**src/rtl/matmul_pkg.sv**
```systemverilog
// Shared constants for the matrix-multiplier memory path: core count,
// noc clamp limits and the request-collector state encoding.
package matmul_pkg;

    localparam int NUM_CORES = 4;

    localparam logic [3:0] NOC_MIN = 4'd1;
    localparam logic [3:0] NOC_MAX = 4'd4;

    localparam logic [2:0] ST_IDLE    = 3'd0;
    localparam logic [2:0] ST_COLLECT = 3'd1;
    localparam logic [2:0] ST_ISSUE   = 3'd2;
    localparam logic [2:0] ST_WAIT    = 3'd3;
    localparam logic [2:0] ST_RELEASE = 3'd4;
    localparam logic [2:0] ST_DRAIN   = 3'd5;

    // A core count of zero still means core 0 is working.
    function automatic logic [2:0] clamp_noc(input logic [3:0] n);
        if (n < NOC_MIN)
            return NOC_MIN[2:0];
        else if (n > NOC_MAX)
            return NOC_MAX[2:0];
        else
            return n[2:0];
    endfunction

    function automatic logic [NUM_CORES-1:0] active_mask(input logic [2:0] n);
        logic [NUM_CORES-1:0] m;
        m = '0;
        for (int k = 0; k < NUM_CORES; k++)
            m[k] = (k < int'(n));
        return m;
    endfunction

endpackage

```
**src/rtl/addr_compare_unit.sv**
```systemverilog
// Flags whether any active core addresses a location other than core 0's.
module addr_compare_unit #(
    parameter int ADDR_W = 8,
    parameter int NUM    = 4
) (
    input  logic [NUM*ADDR_W-1:0] addr,
    input  logic [NUM-1:0]        mask,
    output logic                  diff
);

    always_comb begin
        diff = 1'b0;
        for (int k = 1; k < NUM; k++) begin
            if (mask[0] && mask[k] && (addr[k*ADDR_W +: ADDR_W] != addr[0 +: ADDR_W]))
                diff = 1'b1;
        end
    end

endmodule

```
**src/rtl/mem_request_collector.sv**
```systemverilog
// Collects lock-step core memory requests, issues one read/write command to
// the control unit, stalls for its occupancy and releases the cores.
module mem_request_collector
    import matmul_pkg::*;
#(
    parameter int ADDR_W  = 8,
    parameter int TIMEOUT = 15
) (
    input  logic                          clk,
    input  logic                          rst,
    input  logic [3:0]                    noc,
    input  logic [NUM_CORES-1:0]          core_rd_req,
    input  logic [NUM_CORES-1:0]          core_wr_req,
    input  logic [NUM_CORES*ADDR_W-1:0]   core_addr,
    output logic [1:0]                    read,
    output logic [1:0]                    write,
    output logic [NUM_CORES-1:0]          core_done,
    output logic                          busy,
    output logic                          proto_err
);

    localparam int TW = $clog2(TIMEOUT + 1);

    logic [2:0]           state;
    logic [2:0]           noc_q;
    logic [NUM_CORES-1:0] mask_q;
    logic                 kind_wr;
    logic [TW-1:0]        tcnt;
    logic [2:0]           wait_cnt;

    logic [2:0]           noc_now;
    logic [NUM_CORES-1:0] mask_now;
    logic                 start_req;
    logic [NUM_CORES-1:0] kind_req;
    logic [NUM_CORES-1:0] opp_req;
    logic                 all_req;
    logic                 opp_seen;
    logic                 drained;
    logic                 diff;

    addr_compare_unit #(
        .ADDR_W (ADDR_W),
        .NUM    (NUM_CORES)
    ) u_cmp (
        .addr (core_addr),
        .mask (mask_q),
        .diff (diff)
    );

    // Once an operation starts, all decisions use the mask captured in IDLE.
    always_comb begin
        noc_now   = clamp_noc(noc);
        mask_now  = active_mask(noc_now);
        start_req = |((core_rd_req | core_wr_req) & mask_now);
        kind_req  = kind_wr ? core_wr_req : core_rd_req;
        opp_req   = kind_wr ? core_rd_req : core_wr_req;
        all_req   = ((kind_req & mask_q) == mask_q);
        opp_seen  = |(opp_req & mask_q);
        drained   = ((core_rd_req | core_wr_req) & mask_q) == '0;
    end

    always_ff @(posedge clk or posedge rst) begin
        if (rst) begin
            state     <= ST_IDLE;
            noc_q     <= '0;
            mask_q    <= '0;
            kind_wr   <= 1'b0;
            tcnt      <= '0;
            wait_cnt  <= '0;
            read      <= 2'b00;
            write     <= 2'b00;
            core_done <= '0;
            busy      <= 1'b0;
            proto_err <= 1'b0;
        end else begin
            read      <= 2'b00;
            write     <= 2'b00;
            core_done <= '0;
            case (state)
                ST_IDLE: begin
                    if (start_req) begin
                        state   <= ST_COLLECT;
                        noc_q   <= noc_now;
                        mask_q  <= mask_now;
                        kind_wr <= |(core_wr_req & mask_now);
                        tcnt    <= '0;
                        busy    <= 1'b1;
                    end
                end
                ST_COLLECT: begin
                    if (opp_seen) begin
                        proto_err <= 1'b1;
                        state     <= ST_DRAIN;
                    end else if (all_req) begin
                        state <= ST_ISSUE;
                        if (kind_wr)
                            write <= {diff, 1'b1};
                        else
                            read  <= {diff, 1'b1};
                        wait_cnt <= diff ? noc_q : 3'd1;
                    end else if (tcnt == TW'(TIMEOUT - 1)) begin
                        proto_err <= 1'b1;
                        state     <= ST_DRAIN;
                    end else begin
                        tcnt <= tcnt + 1'b1;
                    end
                end
                ST_ISSUE: begin
                    state <= ST_WAIT;
                end
                // The control unit is busy for wait_cnt cycles after the command.
                ST_WAIT: begin
                    if (wait_cnt <= 3'd1) begin
                        wait_cnt  <= '0;
                        core_done <= mask_q;
                        state     <= ST_RELEASE;
                    end else begin
                        wait_cnt <= wait_cnt - 3'd1;
                    end
                end
                ST_RELEASE: begin
                    state <= ST_DRAIN;
                end
                ST_DRAIN: begin
                    if (drained) begin
                        state <= ST_IDLE;
                        busy  <= 1'b0;
                    end
                end
                default: begin
                    state <= ST_IDLE;
                    busy  <= 1'b0;
                end
            endcase
        end
    end

endmodule

```
**config.mk**
```make
export PLATFORM = sky130hd
export DESIGN_NAME = mem_request_collector
export DESIGN_NICKNAME = d
export VERILOG_FILES = /design/src/rtl/matmul_pkg.sv /design/src/rtl/addr_compare_unit.sv /design/src/rtl/mem_request_collector.sv
export SDC_FILE = /design/constraint.sdc
export NUM_CORES = 1
export LEC_CHECK = 0
export BUFFER_PORTS_ARGS = -buffer_cell sky130_fd_sc_hd__buf_2
export CAP_MARGIN = 5
export CORE_MARGIN = 1
export CORE_UTILIZATION = 45
export CTS_CLUSTER_SIZE = 25
export DETAILED_ROUTE_END_ITERATION = 12
export PLACE_DENSITY = 0.83
export SYNTH_ARGS = -nofsm -noshare
export SYNTH_HDL_FRONTEND = slang
export SYNTH_SLANG_ARGS = --single-unit
```
**constraint.sdc**
```tcl
create_clock -name clk -period 4.2 [get_ports clk]
set_clock_uncertainty 0.1 [all_clocks]
set_input_delay 0.63 -clock clk [delete_from_list [all_inputs] [get_ports clk]]
set_output_delay 0.63 -clock clk [all_outputs]
set_load 0.1 [all_outputs]
```
==> metrics.txt, run 1 <==
clk slew on worst S/H paths=90 ps; CTS max path bufs=2; asr flop ratio synth=1.00; antenna diode count=0; Layout fillers=340; DIE HEIGHT=64.6 um; Worst EP required=4270 ps; first-pass GRT wire length=6820 um; synth cell count leaders=dfrtp_1 (27), xnor2_1 (24), nand2_1 (20); cells taking the most area after synthesis=dfrtp_1 (38%), xnor2_1 (12%), o21ai_0 (5.4%); Cell Area, Synth=1770 sq um; Starting DRT DRC Count=33; Hold Path Cell Cnt=1; Global Route Usage Sum=0.210; Num CTS Buffers=3; share of cells above drive strength 1=0.256; CTS Hold Buffers Added=0; Yosys cell types=38; part of the Yosys area used for sequential elements=0.383; DR pass1 iterations=5; Clk pwr share=0.139; gpl congestion=0.883; vias=1612; syn nets=249; most common cell in the synthesized netlist=dfrtp_1; Worst IR Drop VDD=250 uV; Worst Path Arrival=2270 ps; cell taking the most area after synthesis=dfrtp_1; Port Buf Inserts=55; Tightest Hold Check Type=register to register; max capacitance violation total=0; LEAKAGE=0.000977 uW; Core Box Area=3720 sq um; num rows=22; routed len/inst=12.8 um; Sw Share=0.431; area growth from synthesis to layout=19.9%; Fin Hold WS=361 ps; worst reg-to-reg path cell count=6; CP max stage cell=dfrtp_1; Avg Cell Area, Syn=8.87 sq um; initial antenna violation count=0; startpoint type of the worst setup path=register; DRC Markers=0; post-CTS sizing=0; Seq cells post-synth=27; ys flop type=dfrtp_1; CP max FO=11; Worst-Margin Slew=979 ps; sequential share of power=0.413; Avg Vias per Cell=5.34; Int Power=599 uW; start of the worst register-to-register path=kind_wr; vias in the first global route=1538; Setup violations, final=0; die extent in x=64.6 um; worst stage delay on the critical path=640 ps; endpoints failing hold=0; Power Density=497 nW/um^2; worst relative slew slack=0.347; Fin Setup TNS=0 ps; # placed instances=298; Post-Route WL=3860 um; crit path cell chain=mux2_2, nand2_1, and4_4, nand4_4, and3_1, a32o_1; area share of the leading cell type in the synthesized netlist=0.383; Peak Freq=453 MHz; cells after synthesis=199; DP HPWL=3140 um; Root Buffer=clkbuf_8; RSZ-0062 raised after global routing=no; final non-filler cell total=302; Psw=453 uW; H-tree Lvls=1; DIE AREA=4180 sq um; pin count of the biggest net entering global routing=28; starting density of the core=0.475; Setup CP Type=register to register; # IOs=56; Slew Viols, Final=0; Hold Path Sink=proto_err; Post-synth EDFFs=0; period utilization=0.525; Synthesis Warnings=0; TritonCTS clock tree=done; Clk Latency, worst-skew pair=270 ps; Worst R2R End=state[2]; Setup crit start=kind_wr; minimum clock period=2210 ps; flop-to-flop setup slack=1990 ps; combinational fraction of design power=0.448; post-route ant nets=0; clk sink count=27; final net count=305; status=finished, final reports clean; crit end category=register; Finished Core Util=0.570; postcts setup bufs=0; beginning of the worst hold path=proto_err; GRT overflow=0
[metrics by stage]
step	power, uW	instance area [sq um]	setup slack (ps)
floorplan	805	1770	2160
CTS	1060	2120	1990
detailed placement	911	2070	1750
global route	1140	2120	1810
finish	1050	2120	1990
global placement	897	2070	1840
[registers in the layout, summed over array words and instances, names as in the netlist]
register / count
mask_q: 3
noc_q: 3
tcnt: 4
kind_wr: 1
write: 2
state: 3
busy: 1
read: 2
wait_cnt: 3
proto_err: 1
core_done: 4
[cell type report]
type                       instances  area (sq um)  share of cell area
sequential                        27           676               0.319
tap                               48          60.1              0.0284
multi-input combinational        160          1030               0.487
clock buffer                       4          45.0              0.0213
timing repair buffer              55           275               0.130
inverter                           8          30.0              0.0142
[layer usage]
layer / global-route usage / routed length, um / vias up
met2: 0.357 / 1900 / 44
met4: 0.0611 / 46 / 0
met1: 0.279 / 1750 / 746
met5: 0 / 0 / -
li1: - / - / 816
met3: 0.0264 / 163 / 6
[how the worst max path moves through the flow]
stage	to	slack, ps	cells after the start
CTS	state[2]	1990	6
global placement	kind_wr	1840	6
detailed placement	kind_wr	1750	6
finish	state[2]	1990	6
floorplan	mask_q[1]	2160	6
global route	mask_q[1]	1810	7
[critical path: cells and delay by family, from the launching register on]
kind | cells | cell delay, ps
flops | 1 | 640
simple gates | 4 | 730
mux | 1 | 390
compound gates | 1 | 250
[power groups by stage]
stage                     combinational [uW]  sequential [uW]  clock, uW
final                                    471              435        146
after global routing                     532              449        161
after CTS                                474              434        147
after detailed placement                 471              440          0
after global placement                   460              437          0
after floorplan                          373              432          0
[placed cells by master, fill, tap and decap left out, types with 2 or more instances in the layout]
cell type / count
and3_1: 7
a31oi_1: 5
o21ai_1: 3
mux2_4: 2
nand3_1: 6
nor3_1: 6
xnor2_1: 24
nand4_1: 8
clkbuf_8: 3
nor2b_1: 4
and2_1: 6
ha_1: 4
nand2_1: 20
buf_2: 55
a22oi_1: 2
or3_1: 3
inv_1: 8
a21oi_1: 11
dfrtp_1: 27
nor2_1: 11
o21ai_0: 19
mux2i_1: 4
[cell families (layout without fill, tap and decap cells)]
kind of cell    after synthesis  count (layout)  synth area share
flops                        27              27             0.383
simple gates                 77              77             0.232
fa+ha+maj                     4               4            0.0283
compound gates               47              47             0.152
buf+inv                      12              67            0.0333
mux                           8               8            0.0524
xor+xnor                     24              24             0.119
No activity file was read; power rests on OpenSTA's default activity.
==> run 2: changes to the inputs <==
Settings changed: ABC_AREA from default to 1, PLACE_DENSITY 0.83 to 0.85.
Clock period 4.2 ns to 2 ns, I/O delays scaled along.
==> metrics.txt, run 2 <==
Post-Route WL=4260 um (was 3860 um); Root Buffer=clkbuf_8 (unchanged); antenna diode count=0 (unchanged); Global Route Usage Sum=0.208 (was 0.210); RSZ-0062 raised after global routing=no (unchanged); Yosys cell types=28 (was 38); Avg Vias per Cell=4.88 (was 5.34); Port Buf Inserts=55 (unchanged); area growth from synthesis to layout=20.8% (was 19.9%); startpoint type of the worst setup path=register (unchanged); Finished Core Util=0.575 (was 0.570); worst relative slew slack=0.677 (was 0.347); post-route ant nets=0 (unchanged); CP max FO=8 (was 11); beginning of the worst hold path=noc[0] (was proto_err); DR pass1 iterations=4 (was 5); TritonCTS clock tree=done (unchanged); num rows=23 (was 22); endpoints failing hold=0 (unchanged); minimum clock period=1750 ps (was 2210 ps); worst stage delay on the critical path=460 ps (was 640 ps); CTS max path bufs=2 (unchanged); CP max stage cell=dfrtp_1 (unchanged); worst reg-to-reg path cell count=9 (was 6); LEAKAGE=0.00137 uW (was 0.000977 uW); DRC Markers=0 (unchanged); ys flop type=dfrtp_1 (unchanged); Synthesis Warnings=0 (unchanged); Setup CP Type=register to register (unchanged); Setup crit start=kind_wr (unchanged); DIE HEIGHT=67.7 um (was 64.6 um); Clk Latency, worst-skew pair=280 ps (was 270 ps); Slew Viols, Final=0 (unchanged); DIE AREA=4590 sq um (was 4180 sq um); Post-synth EDFFs=0 (unchanged); Layout fillers=387 (was 340); starting density of the core=0.476 (was 0.475); Setup violations, final=0 (unchanged); routed len/inst=10.5 um (was 12.8 um); area share of the leading cell type in the synthesized netlist=0.347 (was 0.383); initial antenna violation count=0 (unchanged); vias=1975 (was 1612); DP HPWL=3530 um (was 3140 um); cells after synthesis=293 (was 199); Peak Freq=573 MHz (was 453 MHz); # IOs=56 (unchanged); Fin Setup TNS=0 ps (unchanged); Worst R2R End=state[2] (unchanged); Storage cell area=676 sq um (unchanged); Starting DRT DRC Count=82 (was 33); flop-to-flop setup slack=250 ps (was 1990 ps); syn nets=343 (was 249); most common cell in the synthesized netlist=nand2_1 (was dfrtp_1); Tightest Hold Check Type=primary input to register (was register to register); final net count=406 (was 305); vias in the first global route=1819 (was 1538); clk slew on worst S/H paths=90 ps (about the same); Power Density=999 nW/um^2 (was 497 nW/um^2); Num CTS Buffers=3 (unchanged); start of the worst register-to-register path=kind_wr (unchanged); Seq cells post-synth=27 (unchanged); crit path cell chain=buf_4, o211ai_2, nand2_1, nor2_4, nand2_2, nor2_1, nor2_1, o21ai_0, nand2_1 (was mux2_2, nand2_1, and4_4, nand4_4, and3_1, a32o_1); H-tree Lvls=1 (unchanged); die extent in x=67.7 um (was 64.6 um); Worst-Margin Slew=488 ps (was 979 ps); Worst IR Drop VDD=683 uV (was 250 uV); Multi-input gate area=1060 sq um (was 1030 sq um); first-pass GRT wire length=7290 um (was 6820 um); clk sink count=27 (unchanged); crit path capture=state[2] (unchanged); top flop regs=core_done: 4 flops, tcnt: 4 flops (unchanged); Worst Path Arrival=1810 ps (was 2270 ps); commonest non-fill, non-tap cell in the layout=nand2_1 (was buf_2); cells taking the most area after synthesis=dfrtp_1 (35%), nand2_1 (18%), inv_1 (9.5%) (was dfrtp_1 (38%), xnor2_1 (12%), o21ai_0 (5.4%)); gpl congestion=1.02 (was 0.883); synth cell count leaders=nand2_1 (93), inv_1 (49), nor2_1 (34) (was dfrtp_1 (27), xnor2_1 (24), nand2_1 (20)); asr flop ratio synth=1.00 (unchanged); max capacitance violation total=0 (unchanged); Core Box Area=4090 sq um (was 3720 sq um); crit end category=register (unchanged); postcts setup bufs=0 (unchanged); Avg Cell Area, Syn=6.64 sq um (was 8.87 sq um); share of cells above drive strength 1=0.225 (was 0.256); status=finished, final reports clean (unchanged); cell taking the most area after synthesis=dfrtp_1 (unchanged); Fin Hold WS=191 ps (was 361 ps); GRT overflow=0 (unchanged); most frequent cells in the layout=nand2_1 (93), buf_2 (55), inv_1 (49), nor2_1 (34), dfrtp_1 (27) (was buf_2 (55), dfrtp_1 (27), xnor2_1 (24), nand2_1 (20), o21ai_0 (19)); period utilization=0.873 (was 0.525); pin count of the biggest net entering global routing=28 (unchanged); Worst EP required=2070 ps (was 4270 ps); part of the Yosys area used for sequential elements=0.347 (was 0.383); Cell Area, Synth=1940 sq um (was 1770 sq um)
[run 2: cell count changes in the layout (fill, tap and decap cells not counted), moves of 5 or more]
cell | previous run | this run
a21oi_1 | 11 | 4
a31oi_1 | 5 | 0
and2_1 | 6 | 0
and3_1 | 7 | 0
inv_1 | 8 | 49
nand2_1 | 20 | 93
nand2_2 | 0 | 5
nand3_1 | 6 | 15
nor2_1 | 11 | 34
xnor2_1 | 24 | 11
[run 2: how the worst min path moves through the flow]
stage	slack, ps	cells after the start	to
global placement	270	3	core_done[3]
CTS	180	3	noc_q[0]
detailed placement	280	3	read[1]
finish	190	3	noc_q[0]
floorplan	250	1	busy
global route	200	3	noc_q[0]
[run 2: per-stage QoR]
stage                     cell area [sq um]  worst slack (ps)  power, uW  instances
after floorplan                        1940               486       1750        293
after global placement                 2290               162       2000        400
after detailed placement               2290               131       2040        400
after CTS                              2350               249       2360        405
after global routing                   2350              44.1       2560        405
final                                  2350               254       2350        405
[run 2: kinds of logic (layout without fill, tap and decap cells)]
logic type      Yosys count  count (layout)  synth area share
compound gates           36              36             0.120
buf+inv                  53             115             0.106
flops                    27              27             0.347
fa+ha+maj                 4               4            0.0257
xor+xnor                 13              13            0.0586
simple gates            160             160             0.342
[run 2: power breakdown]
| part | internal [uW] | switching (uW) | total (uW) |
|---|---|---|---|
| logic | 426 | 778 | 1200 |
| clock network | 140 | 178 | 318 |
| registers | 689 | 135 | 824 |
| total | 1260 | 1090 | 2350 |
[run 2: repair_timing]
| action | 4_1_cts | 5_1_grt |
|---|---|---|
| hold buffers | 1 | 0 |
| endpoints found under the hold margin | 27 | 0 |
| resized for setup | 0 | 0 |
[run 2: metal layers]
| metal | up-vias | part of all wire | global-route usage |
|---|---|---|---|
| li1 | 1025 | - | - |
| met1 | 892 | 0.46 | 0.259 |
| met2 | 53 | 0.48 | 0.376 |
| met3 | 5 | 0.055 | 0.0338 |
| met4 | 0 | 0.0066 | 0.0372 |
| met5 | - | 0 | 0 |
[run 2: critical path, delay by kind of cell (launching register included)]
family | cells | cell delay [ps]
compound gates | 2 | 230
simple gates | 6 | 640
flops | 1 | 460
buf+inv | 1 | 200
[run 2: layout make-up]
type                            count  share of cell area
Tap cell                           50              0.0266
Clock buffer                        3              0.0176
Inverter                           52              0.0831
Clock inverter                      1             0.00213
Sequential cell                    27               0.288
Timing Repair Buffer               59               0.131
Multi-Input combinational cell    213               0.452
==> run 3: changes to the inputs <==
Settings changed: CORE_ASPECT_RATIO from default to 1.75.
==> metrics.txt, run 3 (same netlist as run 2, synthesis figures left out) <==
Fin Setup TNS=0 ps (unchanged); CP max stage cell=dfrtp_1 (unchanged); DRC Markers=0 (unchanged); pre-CTS setup slack=277 ps (was 131 ps); Starting DRT DRC Count=37 (was 82); routed len/inst=11.1 um (was 10.5 um); Clk Latency, worst-skew pair=270 ps (was 280 ps); commonest non-fill, non-tap cell in the layout=nand2_1 (unchanged); starting density of the core=0.468 (was 0.476); gpl congestion=0.947 (was 1.02); Multi-input gate area=1060 sq um (unchanged); Root Buffer=clkbuf_8 (unchanged); endpoints failing hold=0 (unchanged); Setup violations, final=0 (unchanged); Slew Viols, Final=0 (unchanged); DIE AREA=4600 sq um (was 4590 sq um); Tightest Hold Check Type=primary input to register (unchanged); most frequent cells in the layout=nand2_1 (93), buf_2 (55), inv_1 (49), nor2_1 (34), dfrtp_1 (27) (unchanged); die extent in x=51.7 um (was 67.7 um); worst stage delay on the critical path=450 ps (was 460 ps); post-route ant nets=0 (unchanged); first-pass GRT wire length=7370 um (was 7290 um); clk sink count=27 (unchanged); buffers and inverters on the worst path=1 (unchanged); vias in the first global route=1877 (was 1819); vias=2016 (was 1975); DIE HEIGHT=89.0 um (was 67.7 um); # placed instances=399 (was 400); final non-filler cell total=404 (was 405); DP HPWL=3680 um (was 3530 um); Peak Freq=565 MHz (was 573 MHz); TritonCTS clock tree=done (unchanged); Layout fillers=414 (was 387); Setup CP Type=register to register (unchanged); Avg Vias per Cell=4.99 (was 4.88); CP top delay family=simple AND/OR/NAND/NOR gates (unchanged); Power Density=1010 nW/um^2 (was 999 nW/um^2); pin count of the biggest net entering global routing=28 (unchanged); share of cells above drive strength 1=0.223 (was 0.225); Num CTS Buffers=3 (unchanged); GRT overflow=0 (unchanged); # IOs=56 (unchanged); crit end category=register (unchanged); crit path cell chain=buf_4, o211ai_2, nand2_1, nor2_4, nand2_2, nor2_1, nor2_1, o21ai_0, nand2_1 (unchanged); minimum clock period=1770 ps (was 1750 ps); startpoint type of the worst setup path=register (unchanged); Storage cell area=676 sq um (unchanged); period utilization=0.886 (was 0.873); Worst Path Arrival=1830 ps (was 1810 ps); Worst EP required=2060 ps (was 2070 ps); Global Route Usage Sum=0.212 (was 0.208); num rows=31 (was 23); antenna diode count=0 (unchanged); LEAKAGE=0.00136 uW (was 0.00137 uW); Worst Slack Setup Final=229 ps (was 254 ps); flop-to-flop setup slack=230 ps (was 250 ps); worst relative slew slack=0.673 (was 0.677); final net count=406 (unchanged); DR pass1 iterations=6 (was 4); clk slew on worst S/H paths=90 ps (about the same); Port Buf Inserts=55 (unchanged); top flop regs=core_done: 4 flops, tcnt: 4 flops (unchanged); CTS max path bufs=2 (unchanged); CP max FO=8 (unchanged); Core Box Area=4150 sq um (was 4090 sq um); Worst-Margin Slew=494 ps (was 488 ps); Post-Route WL=4470 um (was 4260 um); max capacitance violation total=0 (unchanged); RSZ-0062 raised after global routing=no (unchanged); Worst IR Drop VDD=773 uV (was 683 uV); area growth from synthesis to layout=20.7% (was 20.8%); H-tree Lvls=1 (unchanged); initial antenna violation count=0 (unchanged); status=finished, final reports clean (unchanged)
==> run 3: worst min-delay path, delay by kind of cell <==
family	cells	cell delay [ps]
AOI/OAI and AO/OA	2	130
buffers and inverters	1	80
==> run 3: worst paths after layout <==
kind	cells past startpoint	to	startpoint
min reg2reg	1	proto_err	proto_err
max	9	state[2]	kind_wr
max in group asynchronous	4	mask_q[0]	rst
max reg2reg	9	state[2]	kind_wr
min	3	noc_q[0]	noc[0]
min in group asynchronous	4	tcnt[2]	rst
==> run 3: metrics by stage <==
stage | hold WS [ps] | area, sq um | util | total power, uW
after floorplan | 253 | 1940 | - | 1750
after global placement | 267 | 2290 | 0.552 | 2020
after detailed placement | 272 | 2290 | 0.552 | 2060
after CTS | 175 | 2350 | 0.566 | 2370
after global routing | 188 | 2350 | 0.566 | 2590
final | 180 | 2350 | 0.566 | 2370
==> run 3: repair_timing <==
action / CTS / global route
endpoints found under the setup margin: 0 / 2
hold buffers: 1 / 0
resized for setup: 0 / 1
hold endpoints to repair: 27 / 0
setup buffers: 0 / 0
==> run 3: layout make-up <==
cell class                      count  area share
Clock buffer                        4      0.0192
Inverter                           52      0.0832
Multi-Input combinational cell    213       0.453
Sequential cell                    27       0.288
Tap cell                           49      0.0261
Timing Repair Buffer               59       0.131
==> run 3: routing by layer <==
metal  vias up  share of wire  GRT usage
li1       1026              -          -
met1       912           0.36      0.201
met4         0          0.035      0.113
met3        14          0.048     0.0170
met2        64           0.55      0.430
met5         -              0          0
==> run 3: power by group <==
part | leakage [uW] | total [uW] | internal (uW) | switching, uW
Sequential | 0.000333 | 829 | 689 | 139
Clock | 0.0000228 | 308 | 143 | 165
Combinational | 0.00101 | 1240 | 428 | 809
Total | 0.00136 | 2370 | 1260 | 1110
